--- src/rtl/wb_result_arbiter_if.sv ---
// Writeback result arbiter bus bundle.
//   src_valid/src_ready/src_data/src_rd : per-source result handshake (flattened
//                                          vectors, source i at [i*W +: W])
//   wb_valid/wb_ready                   : registered writeback handshake
//   wb_data/wb_rd/wb_we/wb_src          : writeback payload, write enable, winner
// Modports: slave = arbiter side, master = producer/consumer (bench) side.
interface wb_result_arbiter_if #(
  parameter int NUM_SRC = 7,
  parameter int DATA_W  = 32,
  parameter int RD_W    = 5
);
  localparam int SRC_W = $clog2(NUM_SRC);

  logic [NUM_SRC-1:0]        src_valid;
  logic [NUM_SRC-1:0]        src_ready;
  logic [NUM_SRC*DATA_W-1:0] src_data;
  logic [NUM_SRC*RD_W-1:0]   src_rd;
  logic                      wb_valid;
  logic                      wb_ready;
  logic [DATA_W-1:0]         wb_data;
  logic [RD_W-1:0]           wb_rd;
  logic                      wb_we;
  logic [SRC_W-1:0]          wb_src;

  modport slave (
    input  src_valid, src_data, src_rd, wb_ready,
    output src_ready, wb_valid, wb_data, wb_rd, wb_we, wb_src
  );

  modport master (
    output src_valid, src_data, src_rd, wb_ready,
    input  src_ready, wb_valid, wb_data, wb_rd, wb_we, wb_src
  );
endinterface

--- src/rtl/wb_result_arbiter.sv ---
// wb_result_arbiter: writeback collector for NUM_SRC execution units.
// Each source owns a one-entry holding slot; one full slot per cycle is granted
// onto a registered writeback port with back-pressure (wb_ready).
// Ports:
//   clk   : clock, all state on rising edge
//   rst   : synchronous active-high reset
//   flush : synchronous flush, drops every buffered and pending result
//   bus   : wb_result_arbiter_if.slave (source handshakes + writeback port)
// Config macro WB_RR_ARB_EN: defined -> round-robin arbitration,
//   undefined -> fixed priority, lowest source index wins.

// One holding slot: {full, data, rd}.
module wb_result_slot #(
  parameter int DATA_W = 32,
  parameter int RD_W   = 5
) (
  input  logic              clk,
  input  logic              rst,
  input  logic              clr_i,    // flush: drop contents
  input  logic              load_i,   // source handshake this cycle
  input  logic              drain_i,  // slot granted this cycle
  input  logic [DATA_W-1:0] data_i,
  input  logic [RD_W-1:0]   rd_i,
  output logic              full_o,
  output logic [DATA_W-1:0] data_o,
  output logic [RD_W-1:0]   rd_o
);
  logic              full_q, full_d;
  logic [DATA_W-1:0] data_q, data_d;
  logic [RD_W-1:0]   rd_q, rd_d;

  // Load takes precedence over drain so a same-cycle drain+refill stays full.
  always_comb begin
    full_d = full_q;
    data_d = data_q;
    rd_d   = rd_q;
    if (drain_i) full_d = 1'b0;
    if (load_i) begin
      full_d = 1'b1;
      data_d = data_i;
      rd_d   = rd_i;
    end
    if (clr_i) full_d = 1'b0;
  end

  always_ff @(posedge clk) begin
    if (rst) begin
      full_q <= 1'b0;
      data_q <= '0;
      rd_q   <= '0;
    end else begin
      full_q <= full_d;
      data_q <= data_d;
      rd_q   <= rd_d;
    end
  end

  assign full_o = full_q;
  assign data_o = data_q;
  assign rd_o   = rd_q;
endmodule

module wb_result_arbiter #(
  parameter int NUM_SRC = 7,
  parameter int DATA_W  = 32,
  parameter int RD_W    = 5
) (
  input logic                clk,
  input logic                rst,
  input logic                flush,
  wb_result_arbiter_if.slave bus
);
  localparam int SRC_W = $clog2(NUM_SRC);

  logic [NUM_SRC-1:0]             full;
  logic [NUM_SRC-1:0]             grant;
  logic [NUM_SRC-1:0]             src_ready;
  logic [NUM_SRC-1:0]             accept;
  logic [NUM_SRC-1:0][DATA_W-1:0] slot_data;
  logic [NUM_SRC-1:0][RD_W-1:0]   slot_rd;
  logic [SRC_W-1:0]               win;
  logic                           any;
  logic                           adv;

  logic              wb_valid_q, wb_valid_d;
  logic [DATA_W-1:0] wb_data_q, wb_data_d;
  logic [RD_W-1:0]   wb_rd_q, wb_rd_d;
  logic [SRC_W-1:0]  wb_src_q, wb_src_d;
`ifdef WB_RR_ARB_EN
  logic [SRC_W-1:0]  ptr_q, ptr_d;
`endif

  assign adv = ~wb_valid_q | bus.wb_ready;

  // Ready never looks at src_valid; it is killed during rst/flush so nothing
  // is accepted into a slot that is being cleared.
  assign src_ready     = (~full | grant) & {NUM_SRC{~(rst | flush)}};
  assign accept        = bus.src_valid & src_ready;
  assign bus.src_ready = src_ready;

  for (genvar g = 0; g < NUM_SRC; g++) begin : g_slot
    wb_result_slot #(.DATA_W(DATA_W), .RD_W(RD_W)) u_slot (
      .clk     (clk),
      .rst     (rst),
      .clr_i   (flush),
      .load_i  (accept[g]),
      .drain_i (grant[g]),
      .data_i  (bus.src_data[g*DATA_W +: DATA_W]),
      .rd_i    (bus.src_rd[g*RD_W +: RD_W]),
      .full_o  (full[g]),
      .data_o  (slot_data[g]),
      .rd_o    (slot_rd[g])
    );
  end

  // Pick one full slot; the grant is only issued when the output can take it.
  always_comb begin
`ifdef WB_RR_ARB_EN
    int j;
`endif
    grant = '0;
    win   = '0;
    any   = 1'b0;
`ifdef WB_RR_ARB_EN
    // Scan starting at the pointer, wrapping past NUM_SRC-1.
    for (int k = 0; k < NUM_SRC; k++) begin
      j = int'(ptr_q) + k;
      if (j >= NUM_SRC) j = j - NUM_SRC;
      if (!any && full[j]) begin
        any = 1'b1;
        win = SRC_W'(j);
      end
    end
`else
    for (int i = 0; i < NUM_SRC; i++) begin
      if (!any && full[i]) begin
        any = 1'b1;
        win = SRC_W'(i);
      end
    end
`endif
    if (!adv || rst || flush) any = 1'b0;
    if (any) grant[win] = 1'b1;
  end

  always_comb begin
    wb_valid_d = wb_valid_q;
    wb_data_d  = wb_data_q;
    wb_rd_d    = wb_rd_q;
    wb_src_d   = wb_src_q;
    if (flush) begin
      wb_valid_d = 1'b0;
    end else if (adv) begin
      wb_valid_d = any;
      if (any) begin
        wb_data_d = slot_data[win];
        wb_rd_d   = slot_rd[win];
        wb_src_d  = win;
      end
    end
  end

`ifdef WB_RR_ARB_EN
  // Winner drops to lowest priority; flush leaves the pointer alone.
  always_comb begin
    ptr_d = ptr_q;
    if (any) ptr_d = (win == SRC_W'(NUM_SRC - 1)) ? '0 : SRC_W'(win + 1'b1);
  end

  always_ff @(posedge clk) begin
    if (rst) ptr_q <= '0;
    else     ptr_q <= ptr_d;
  end
`endif

  always_ff @(posedge clk) begin
    if (rst) begin
      wb_valid_q <= 1'b0;
      wb_data_q  <= '0;
      wb_rd_q    <= '0;
      wb_src_q   <= '0;
    end else begin
      wb_valid_q <= wb_valid_d;
      wb_data_q  <= wb_data_d;
      wb_rd_q    <= wb_rd_d;
      wb_src_q   <= wb_src_d;
    end
  end

  assign bus.wb_valid = wb_valid_q;
  assign bus.wb_data  = wb_data_q;
  assign bus.wb_rd    = wb_rd_q;
  assign bus.wb_src   = wb_src_q;
  assign bus.wb_we    = wb_valid_q & (wb_rd_q != '0);
endmodule
--- src/flat_wrapper.sv ---
// flat-port wrapper written by rule: the top's interface ports become plain ports
module wb_result_arbiter_flat 
#(
  parameter int NUM_SRC = 7,
  parameter int DATA_W  = 32,
  parameter int RD_W    = 5
)
  (clk, rst, flush, bus_src_valid, bus_src_data, bus_src_rd, bus_wb_ready, bus_src_ready, bus_wb_valid, bus_wb_data, bus_wb_rd, bus_wb_we, bus_wb_src);
  wb_result_arbiter_if #(.NUM_SRC(NUM_SRC), .DATA_W(DATA_W), .RD_W(RD_W)) bus_i ();
  input logic clk;
  input logic rst;
  input logic flush;
  input wire logic [$bits(bus_i.src_valid)-1:0] bus_src_valid;
  input wire logic [$bits(bus_i.src_data)-1:0] bus_src_data;
  input wire logic [$bits(bus_i.src_rd)-1:0] bus_src_rd;
  input wire logic [$bits(bus_i.wb_ready)-1:0] bus_wb_ready;
  output wire logic [$bits(bus_i.src_ready)-1:0] bus_src_ready;
  output wire logic [$bits(bus_i.wb_valid)-1:0] bus_wb_valid;
  output wire logic [$bits(bus_i.wb_data)-1:0] bus_wb_data;
  output wire logic [$bits(bus_i.wb_rd)-1:0] bus_wb_rd;
  output wire logic [$bits(bus_i.wb_we)-1:0] bus_wb_we;
  output wire logic [$bits(bus_i.wb_src)-1:0] bus_wb_src;
  assign bus_i.src_valid = bus_src_valid;
  assign bus_i.src_data = bus_src_data;
  assign bus_i.src_rd = bus_src_rd;
  assign bus_i.wb_ready = bus_wb_ready;
  assign bus_src_ready = bus_i.src_ready;
  assign bus_wb_valid = bus_i.wb_valid;
  assign bus_wb_data = bus_i.wb_data;
  assign bus_wb_rd = bus_i.wb_rd;
  assign bus_wb_we = bus_i.wb_we;
  assign bus_wb_src = bus_i.wb_src;
  wb_result_arbiter #(.NUM_SRC(NUM_SRC), .DATA_W(DATA_W), .RD_W(RD_W)) u_core (.clk(clk), .rst(rst), .flush(flush), .bus(bus_i));
endmodule
--- config.mk ---
export PLATFORM = sky130hd
export DESIGN_NAME = wb_result_arbiter_flat
export DESIGN_NICKNAME = d
export VERILOG_FILES = /design/src/rtl/wb_result_arbiter_if.sv /design/src/rtl/wb_result_arbiter.sv /design/src/flat_wrapper.sv
export SDC_FILE = /design/constraint.sdc
export NUM_CORES = 1
export LEC_CHECK = 0
export ABC_AREA = 1
export CAP_MARGIN = 15
export CORE_AREA = 3 3 180 182
export CTS_CLUSTER_SIZE = 16
export DETAILED_ROUTE_END_ITERATION = 8
export DIE_AREA = 0 0 183 185
export PLACE_DENSITY = 0.85
export SYNTH_ARGS = -nofsm -noshare
export SYNTH_HDL_FRONTEND = slang
export SYNTH_SLANG_ARGS = --single-unit
--- constraint.sdc ---
create_clock -name clk -period 2.4 [get_ports clk]
set_input_delay 0.48 -clock clk [delete_from_list [all_inputs] [get_ports clk]]
set_output_delay 0.48 -clock clk [all_outputs]
set_load 0.01 [all_outputs]
* Yosys cells after proc, flatten, opt, wreduce, memory -nomap -nowiden
Index checks and enable logic that the tools add are counted.
** Storage, ports and cells
- Flip-flop bits (word level) :: 307
- Output and inout port bits :: 49
** Operators by class
- Magnitude comparators :: 2
- Muxes and demuxes :: 35
- Bitwise gates (word level) :: 10
- Reductions and logical operators :: 26
** Operators with widths (count)
- 32-bit binary-select mux with 3-bit select :: 1
- 32-bit 2-to-1 mux :: 1
- 1-bit 2-to-1 mux :: 24
- 5-bit binary-select mux with 3-bit select :: 1
- 3-bit 2-to-1 mux :: 5
- 7-bit AND :: 2
- 2-bit nonzero test :: 7
- 1-bit logical AND :: 7
- 1-bit logical NOT :: 7
- 7-bit 2-to-1 mux :: 1
- 7-bit inverter :: 1
- 7-bit bitwise OR :: 1
- 5-bit 2-to-1 mux :: 1
- 5-bit nonzero test :: 1
- 3-bit by 4-bit < comparator with 1-bit output (second input constant) :: 1
- 1-bit demux with 3-bit select :: 1
- 3-bit by 1-bit greater-or-equal comparator with 1-bit output (second input constant) :: 1
- 1-bit inverter :: 3
- 3-bit AND reduction :: 1
- 1-bit logical OR :: 2
- 1-bit bitwise OR :: 2
- 2-bit OR reduction :: 1
- 1-bit AND :: 1

* Logic depth before layout (Yosys ltp)
Gate-level depths: netlist of run 1.
- Word-level depth :: 28
- Depth in mapped cells :: 14

* Cells and area by module
A second synthesis of run 1 with hierarchy kept.
** Second synthesis, totals
- Cells, all modules :: 2185
- Area, all modules :: 14951.8 um^2
** By module, submodules not included
- wb_result_slot :: times used 7, cells each 168, area an instance 1383.8 um^2
- wb_result_arbiter :: times used 1, cells each 1009, area an instance 5265.0 um^2

* Worst setup path before layout of run 1
Ideal clock, no wire load.
- Path type :: input to output
- Start point :: input port rst
- End point :: output port bus_src_ready[4]
- Arrival time :: 1.861 ns
- Required time :: 1.920 ns
- Setup slack :: 0.059 ns
- Stages on the path :: 10
- Path buffers :: 2
- Cells stage by stage :: nor2_2 -> inv_2 -> nor2_1 -> inv_2 -> o21bai_4 -> o21ai_2 -> buf_2 -> buf_2 -> inv_1 -> nor2_1
** On the way
- Longest elaborated chain between the ends :: 6
- Elaborated cells on any way between the ends :: 8
- Those cells by class :: mux: 2; bitwise: 4; reduce/logical: 2
** RTL lines
- start: declaration :: line flat_wrapper.sv:11 : input logic rst;
- 1-bit logical OR (2 in a row) :: line wb_result_arbiter.sv:142 : if (!adv || rst || flush) any = 1'b0;
- 1-bit 2-to-1 mux :: line wb_result_arbiter.sv:142
- 7-bit 2-to-1 mux :: line wb_result_arbiter.sv:143 : if (any) grant[win] = 1'b1;
- 7-bit bitwise OR :: line wb_result_arbiter.sv:97 : assign src_ready = (~full | grant) & {NUM_SRC{~(rst | flush)}};
- 7-bit AND (*) :: line wb_result_arbiter.sv:97
- end: declaration :: line flat_wrapper.sv:17 : output wire logic [$bits(bus_i.src_ready)-1:0] bus_src_ready;
Every way passes the cells marked *; elsewhere a longest branch is shown, timed or not.

* Worst setup path in the final report of run 1
- Start point :: register u_core.wb_valid_q (netlist: u_core.bus.wb_valid)
- End point :: output port bus_src_ready[2]
** On the way
- Longest elaborated chain between the ends :: 9
** RTL lines
- start: declaration :: line wb_result_arbiter.sv:85 : logic wb_valid_q, wb_valid_d;
- start signal: assignment :: line wb_result_arbiter.sv:183 : wb_valid_q <= wb_valid_d;
- 1-bit inverter :: line wb_result_arbiter.sv:93 : assign adv = ~wb_valid_q | bus.wb_ready;
- 1-bit bitwise OR :: line wb_result_arbiter.sv:93
- 1-bit logical NOT :: line wb_result_arbiter.sv:142
- 1-bit logical OR (2 in a row) :: line wb_result_arbiter.sv:142
- 1-bit 2-to-1 mux :: line wb_result_arbiter.sv:142
- 7-bit 2-to-1 mux :: line wb_result_arbiter.sv:143
- 7-bit bitwise OR :: line wb_result_arbiter.sv:97
- 7-bit AND :: line wb_result_arbiter.sv:97
No other way between the ends.

==> summary.md, run 1 <==
| Metric | Value |
|---|---|
| Synthesized area | between 0.015 and 0.02 sq mm |
| EDFF count, synth | 0 |
| Pwr Density | 612 mW/mm^2 |
| CP arrival | 2.02 ns |
| Inserted Clock Buffers | 34 |
| CTS tree | done |
| Clock sink total | a little over 300 |
| Mapped Avg Cell Area | roughly 6 sq um |
| DP Cell Count | around 3300 |
| WL met2 | between 20 and 30 mm |
| Vias per cell | between 5 and 6 |
| Worst slack at placement | -0.593 ns |
| Post-route clock skew | between 0.009 and 0.01 ns |
| Die width | between 150 and 200 um |
| Max Cap Viol | 0 |
| Syn. warnings | 0 |
| Root Driver | clkbuf_16 |
| Flops & latches, synth | 307 |
| Leak | 0.0105 uW |
| Metal3 WL | 4.96 mm |
| Most frequent CP cell | inv_2 |
| Fraction of final layout cells sized beyond drive strength 1 | under 10% |
| Failing checks | negative setup slack |
| Met1 wire length | 22.0 mm |
| Cell chain of the critical path | inv_2, nor2_4, nor2_2, buf_6, inv_2, o21bai_4, buf_12, o21ai_4, inv_2, nor2_2, buf_2 |
| Critical Path Fanout Max | 4 |
| Cell taking the most area after synthesis | dfxtp_1 |
| Initial antenna violation count | 1 |
| Endpoints failing hold | 0 |
| Skew-Pair Late Insertion Delay | roughly 0.5 ns |
| Cts hold-fix bufs | 0 |
| Pins Over Slew Limit | 0 |
| Die H | 185 um |
| Vias in the first global route | 16800 |
| Setup Total Neg Slack | -0.348 ns |
| Slowest CP cell | dfxtp_2 |
| Worst-margin pin slew | 0.726 ns |
| Number of H-tree levels | 2 |
| Crit-path max cell delay | 0.32 ns |
| Post-layout minimum cycle time | 2.50 ns |
| Worst setup margin | -0.100 ns |
| Routed Antenna Nets | 0 |
| Hpwl dp | 38.7 mm |
| Total vias in the final route | 17500 |
| DRC viols | 0 |
| Starting Density | between 50% and 60% |
| GRT Total Usage | 31.4% |
| Syn_nets | 2933 |
| Hold slack | 0.462 ns |
| Ports | 319 |
| Netlist cell types | 26 |
| Die ar. | 0.0339 sq mm |
| Predominant post-synthesis flop cell | dfxtp_1 |
| Ys async rst share | 0% |
| Critical Path End Type | output pin |
| Largest net degree at the start of global routing | 123 |
| First-pass GRT wire length | 85.4 mm |
| Rel. slew slack | roughly half |
| Share of the synthesized area in the top cell type | 37.8% |
| Total Nets Final | between 3000 and 4000 |
| Worst Hold Class | flip-flop to flip-flop |
| Post-route insts no fill | 3335 |
| GRT Residual Overflow | 0 |
| Cells after Synth | between 2000 and 3000 |
| Fmax | between 0.3 and 0.4 GHz |
| FP Rows | 64 |
| # diodes | 0 |
| WL/cell | ~17 um |
| Syn-to-layout area delta | 30.7% |
| VDD IR max | 0.570 mV |
| Gpl congestion | just under 1 |
| CP Class | flip-flop to output pin |
| Status | finished, violations left |
| Design Power | ~13000 uW |
| CTS max path bufs | 3 |
| WL final | 55.3 mm |
| Seq/Total Area, Yosys | 37.8% |
| Worst EP required | 1.92 ns |
| Core area | between 0.03 and 0.04 sq mm |
| TritonRoute pass-1 iters | 6 |
| Reg clk slew, reported paths | 0.06 ns |
| CP Launch Type | flip-flop |
| Tcrit/Tclk final | 104% |
| Largest cells by area after synthesis | dfxtp_1 (38%), inv_1 (16%), nand2_1 (13%), nand4_1 (8.6%), nor2_1 (8.0%) |
| RSZ-0062 raised after global routing | yes |
| Number of I/O port buffers | 318 |
| Max Used Layer | met5 |
| Initial DRC count | ~1900 |
| Final setup vio count | 5 |
## cell type report
cell class | instances | area, sq um
clock buffer | 50 | 1060
tap | 396 | 495
inverter | 689 | 2590
multi-input combinational | 1481 | 6860
fill | 2583 | 9500
sequential | 307 | 6160
timing repair buffer | 402 | 3980
clock inverter | 10 | 103
## power by group
part | total, uW | internal (uW) | switching (uW)
clock | 5380 | 3290 | 2090
combinational | 2140 | 955 | 1190
sequential | 5480 | 5350 | 132
## synthesized netlist by cell type, drive strengths merged, types with 10 or more instances
master    n
a21oi    85
a22oi    26
buf      79
clkbuf  107
dfxtp   307
inv     689
nand2   546
nand3    55
nand4   223
nor2    347
o211ai   10
o21ai   158
o22ai    26
## registers in the layout, indices dropped and copies added (netlist names)
name,flops
u_core.g_slot.u_slot.data_o,224
u_core.g_slot.u_slot.rd_o,35
u_core.bus.wb_data,32
u_core.g_slot.u_slot.full_o,7
u_core.bus.wb_rd,5
u_core.bus.wb_src,3
u_core.bus.wb_valid,1
## metal layers
metal,global-route usage [%],vias up
li1,-,8570
met1,40.3,7926
met2,51.3,833
met3,4.67,166
met4,16.6,2
met5,0,-
## worst max-delay path: cells and delay by family (launching register included)
family / cells / cell delay [ns]
buffers and inverters: 6 / 0.55
AO/OA/AOI/OAI: 2 / 0.38
flip-flops: 1 / 0.32
AND/OR/NAND/NOR: 3 / 0.27
## placed cells by master, fill, tap and decap left out, drive strengths merged
cell type	n
o211ai	10
nand2	546
clkbuf	51
clkinv	7
nand3	55
inv	689
o21bai	1
dlygate4sd2	3
o21ai	158
nor3	1
or4	1
dfxtp	307
a22oi	26
nand4	223
clkinvlp	1
bufinv	2
nor2	347
o22ai	26
a21oi	85
a31oi	1
clkdlybuf4s50	307
buf	91
o31ai	1
## metrics by stage
stage / utilization (%) / cell area [sq um]
2_1_floorplan: - / 16300
4_1_cts: 68.8 / 21200
3_3_place_gp: 64.8 / 19900
6_report: 69.1 / 21300
3_5_place_dp: 64.8 / 19900
5_1_grt: 69.1 / 21300
## what timing repair did
| action | in CTS | in global routing |
|---|---|---|
| hold endpoints to repair | 0 | 0 |
| buffers inserted | 5 | 2 |
| cloned | 0 | 1 |
| pin swaps | 10 | 12 |
| gates resized for setup | 48 | 22 |
| setup endpoints to repair | 43 | 190 |
## logic make-up after synthesis
kind of cell | share of synthesized area [%]
AO/OA/AOI/OAI | 10.5
flip-flops | 37.8
buffers and inverters | 20.6
AND/OR/NAND/NOR | 31.0
## worst paths after layout
path / to / startpoint / slack [ns] / cells past startpoint
max reg2reg: u_core.g_slot[2].u_slot.rd_o[0] / u_core.bus.wb_valid / 0 / 14
min reg2reg: u_core.g_slot[6].u_slot.rd_o[3] / u_core.g_slot[6].u_slot.rd_o[3] / 0.46 / 2
min: u_core.g_slot[6].u_slot.rd_o[3] / u_core.g_slot[6].u_slot.rd_o[3] / 0.46 / 2
max: bus_src_ready[2] / u_core.bus.wb_valid / -0.10 / 11
(Power assumes the default switching activity.)
==> inputs of run 2 (changes only) <==
ABC_CLOCK_PERIOD_IN_PS = 2400   (was not set)
MAX_ROUTING_LAYER = met4   (was not set)
SKIP_LAST_GASP = 1   (was not set)
==> summary.md, run 2 (synthesis results as in run 1) <==
| Metric | Value |
|---|---|
| Critical Path End Type | output pin (unchanged) |
| Skew-Pair Late Insertion Delay | 0.56 ns (was 0.50 ns) |
| Tcrit/Tclk final | 105% (was 104%) |
| Total vias in the final route | 17600 (was 17500) |
| Endpoints failing hold | 0 (unchanged) |
| Reg2Reg Depth | 14 (unchanged) |
| Vias in the first global route | 16400 (was 16800) |
| Die width | 183 um (unchanged) |
| Number of H-tree levels | 1 (was 2) |
| HP Start | bus_wb_ready (was u_core.g_slot[6].u_slot.rd_o[3]) |
| Fmax | 0.396 GHz (was 0.400 GHz) |
| First-pass GRT wire length | 84.7 mm (was 85.4 mm) |
| Cts hold-fix bufs | 0 (unchanged) |
| Most frequent cells in the layout | inv_1 (677), nand2_1 (542), nor2_1 (338), clkdlybuf4s50_1 (307), dfxtp_1 (301) (was inv_1 (675), nand2_1 (541), nor2_1 (338), clkdlybuf4s50_1 (307), dfxtp_1 (302)) |
| Largest register FFs | 224 (unchanged) |
| Vias per cell | 5.28 (was 5.25) |
| Cell internal pwr | 9180 uW (was 9590 uW) |
| Routed Antenna Nets | 0 (unchanged) |
| CTS max path bufs | 3 (unchanged) |
| Pwr Density | 594 mW/mm^2 (was 612 mW/mm^2) |
| Worst EP required | 1.92 ns (about the same) |
| Slowest CP cell | dfxtp_2 (unchanged) |
| Worst reg2reg path endpoint | u_core.g_slot[4].u_slot.rd_o[0] (was u_core.g_slot[2].u_slot.rd_o[0]) |
| Seq pwr share | 43.8% (was 42.2%) |
| Flip-flop and latch area | 0.00616 sq mm (about the same) |
| GRT Total Usage | 32.0% (was 31.4%) |
| Core area | 0.0307 sq mm (unchanged) |
| Combinational power share | 17.1% (was 16.5%) |
| Number of I/O port buffers | 318 (unchanged) |
| Failing checks | negative setup slack (unchanged) |
| Hold Path Stages | 4 (was 2) |
| RSZ-0062 raised after global routing | yes (unchanged) |
| Post-layout minimum cycle time | 2.52 ns (was 2.50 ns) |
| CP arrival | 2.04 ns (was 2.02 ns) |
| Setup slack, reg-to-reg | 0.07 ns (was 0 ns) |
| Gpl congestion | 1.00 (was 0.988) |
| VDD IR max | 0.591 mV (was 0.570 mV) |
| Ports | 319 (unchanged) |
| Worst Hold Endpoint | u_core.bus.wb_valid (was u_core.g_slot[6].u_slot.rd_o[3]) |
| Total Nets Final | 3182 (was 3185) |
| Reg clk slew, reported paths | 0.06 ns (about the same) |
| Post-route clock skew | 0.0149 ns (was 0.00969 ns) |
| Initial DRC count | 1921 (was 1919) |
| Die ar. | 0.0339 sq mm (unchanged) |
| GRT Residual Overflow | 0 (unchanged) |
| Crit-path max cell delay | 0.32 ns (about the same) |
| Initial antenna violation count | 0 (was 1) |
| Switching Share | 26.7% (was 26.2%) |
| Critical Path Fanout Max | 4 (unchanged) |
| DRC viols | 0 (unchanged) |
| TritonRoute pass-1 iters | 6 (unchanged) |
| Area occupied by multi-input gates | 0.00685 sq mm (was 0.00686 sq mm) |
| Largest net degree at the start of global routing | 154 (was 123) |
| # diodes | 0 (unchanged) |
| Starting Density | 52.9% (unchanged) |
| Rel. slew slack | 46.9% (was 51.6%) |
| Status | finished, violations left (unchanged) |
| Syn-to-layout area delta | 29.6% (was 30.7%) |
| Utilization after layout | 68.6% (was 69.1%) |
| CP Launch Type | flip-flop (unchanged) |
| Fraction of final layout cells sized beyond drive strength 1 | 6.37% (was 6.50%) |
| Pins Over Slew Limit | 0 (unchanged) |
| Clock sink total | 307 (unchanged) |
| Cell chain of the critical path | inv_2, nor2_2, nor2_1, buf_4, inv_2, o21bai_4, buf_12, o21ai_4, inv_1, nor2_1, buf_2 (was inv_2, nor2_4, nor2_2, buf_6, inv_2, o21bai_4, buf_12, o21ai_4, inv_2, nor2_2, buf_2) |
| Leak | 0.0105 uW (about the same) |
| Root Driver | clkbuf_16 (unchanged) |
| Max Cap Viol | 0 (unchanged) |
| WL/cell | 16.5 um (was 16.6 um) |
| Switching power | 3350 uW (was 3410 uW) |
| Hpwl dp | 38.5 mm (was 38.7 mm) |
| Clk pwr share | 39.1% (was 41.3%) |
| Worst setup margin | -0.123 ns (was -0.100 ns) |
| CTS tree | done (unchanged) |
| Die H | 185 um (unchanged) |
| Inserted Clock Buffers | 31 (was 34) |
| Most common cell after layout, fill and taps aside | inv_1 (unchanged) |
| FP Rows | 64 (unchanged) |
| R2R Path Start | u_core.bus.wb_valid (unchanged) |
| Setup Total Neg Slack | -0.511 ns (was -0.348 ns) |
| CP Class | flip-flop to output pin (unchanged) |
| Final setup vio count | 6 (was 5) |
| Worst-margin pin slew | 0.788 ns (was 0.726 ns) |
| WL final | 55.0 mm (was 55.3 mm) |
| Worst Hold Class | input pin to flip-flop (was flip-flop to flip-flop) |
| Filler instances | 2644 (was 2583) |
## run 2: cell types whose count changed in the layout (fill, tap and decap cells not counted), moves of 3 or more
cell       change
buf_12         -3
buf_4          +5
clkbuf_16      -6
clkbuf_8       -3
o21ai_2        +3
## run 2: worst max-delay path by stage
| stage | startpoint | endpoint | slack (ns) | depth (start not counted) |
|---|---|---|---|---|
| finish | u_core.bus.wb_valid | bus_src_ready[2] | -0.12 | 11 |
| CTS | u_core.g_slot[1].u_slot.full_o | bus_src_ready[0] | -0.16 | 9 |
| floorplan | rst | bus_src_ready[4] | 0.06 | 10 |
| global placement | flush | bus_src_ready[0] | -0.60 | 11 |
| detailed placement | flush | bus_src_ready[0] | -0.62 | 11 |
| global route | u_core.bus.wb_valid | bus_src_ready[5] | -0.19 | 11 |
## run 2: final cells by class
cell class | instances | share of cell area [%]
Clock inverter | 13 | 0.682
Clock buffer | 43 | 4.18
Inverter | 689 | 12.3
Tap cell | 396 | 2.35
Multi-Input combinational cell | 1481 | 32.5
Sequential cell | 307 | 29.2
Timing Repair Buffer | 402 | 18.8
## run 2: repair_timing
item	4_1_cts	5_1_grt
pin swaps	10	9
setup endpoints to repair	27	209
setup buffers	9	0
endpoints found under the hold margin	0	0
gates resized for setup	47	21
cloned	1	1
## run 2: layer usage
| layer | track usage, % | vias up | routed length (um) |
|---|---|---|---|
| li1 | - | 8558 | - |
| met1 | 40.8 | 7917 | 21900 |
| met2 | 51.2 | 945 | 25400 |
| met3 | 4.30 | 156 | 5000 |
| met4 | 13.8 | 0 | 2760 |
| met5 | - | - | 0 |
## run 2: power by group through the flow
stage,clock (uW),sequential (uW),combinational (uW)
3_5_place_dp,0,5590,2060
3_3_place_gp,0,5580,2010
6_report,4900,5480,2140
2_1_floorplan,0,5560,1120
5_1_grt,5150,5500,2360
4_1_cts,4920,5480,2100
## run 2: metrics by stage
| stage | setup slack [ns] | hold WS [ns] | cell area, sq um | cells | total power, uW |
|---|---|---|---|---|---|
| finish | -0.123 | 0.415 | 21100 | 3331 | 12500 |
| global route | -0.188 | 0.443 | 21100 | 3331 | 13000 |
| CTS | -0.159 | 0.400 | 21000 | 3332 | 12500 |
| detailed placement | -0.619 | 0.454 | 19900 | 3266 | 7640 |
| global placement | -0.604 | 0.448 | 19900 | 3266 | 7590 |
| floorplan | 0.0586 | 0.440 | 16300 | 2663 | 6680 |
## run 2: worst max-delay path: cells and delay by family, from the launching register on
family	cells	cell delay, ns
flip-flops	1	0.32
AND/OR/NAND/NOR	3	0.22
AO/OA/AOI/OAI	2	0.37
buffers and inverters	6	0.57
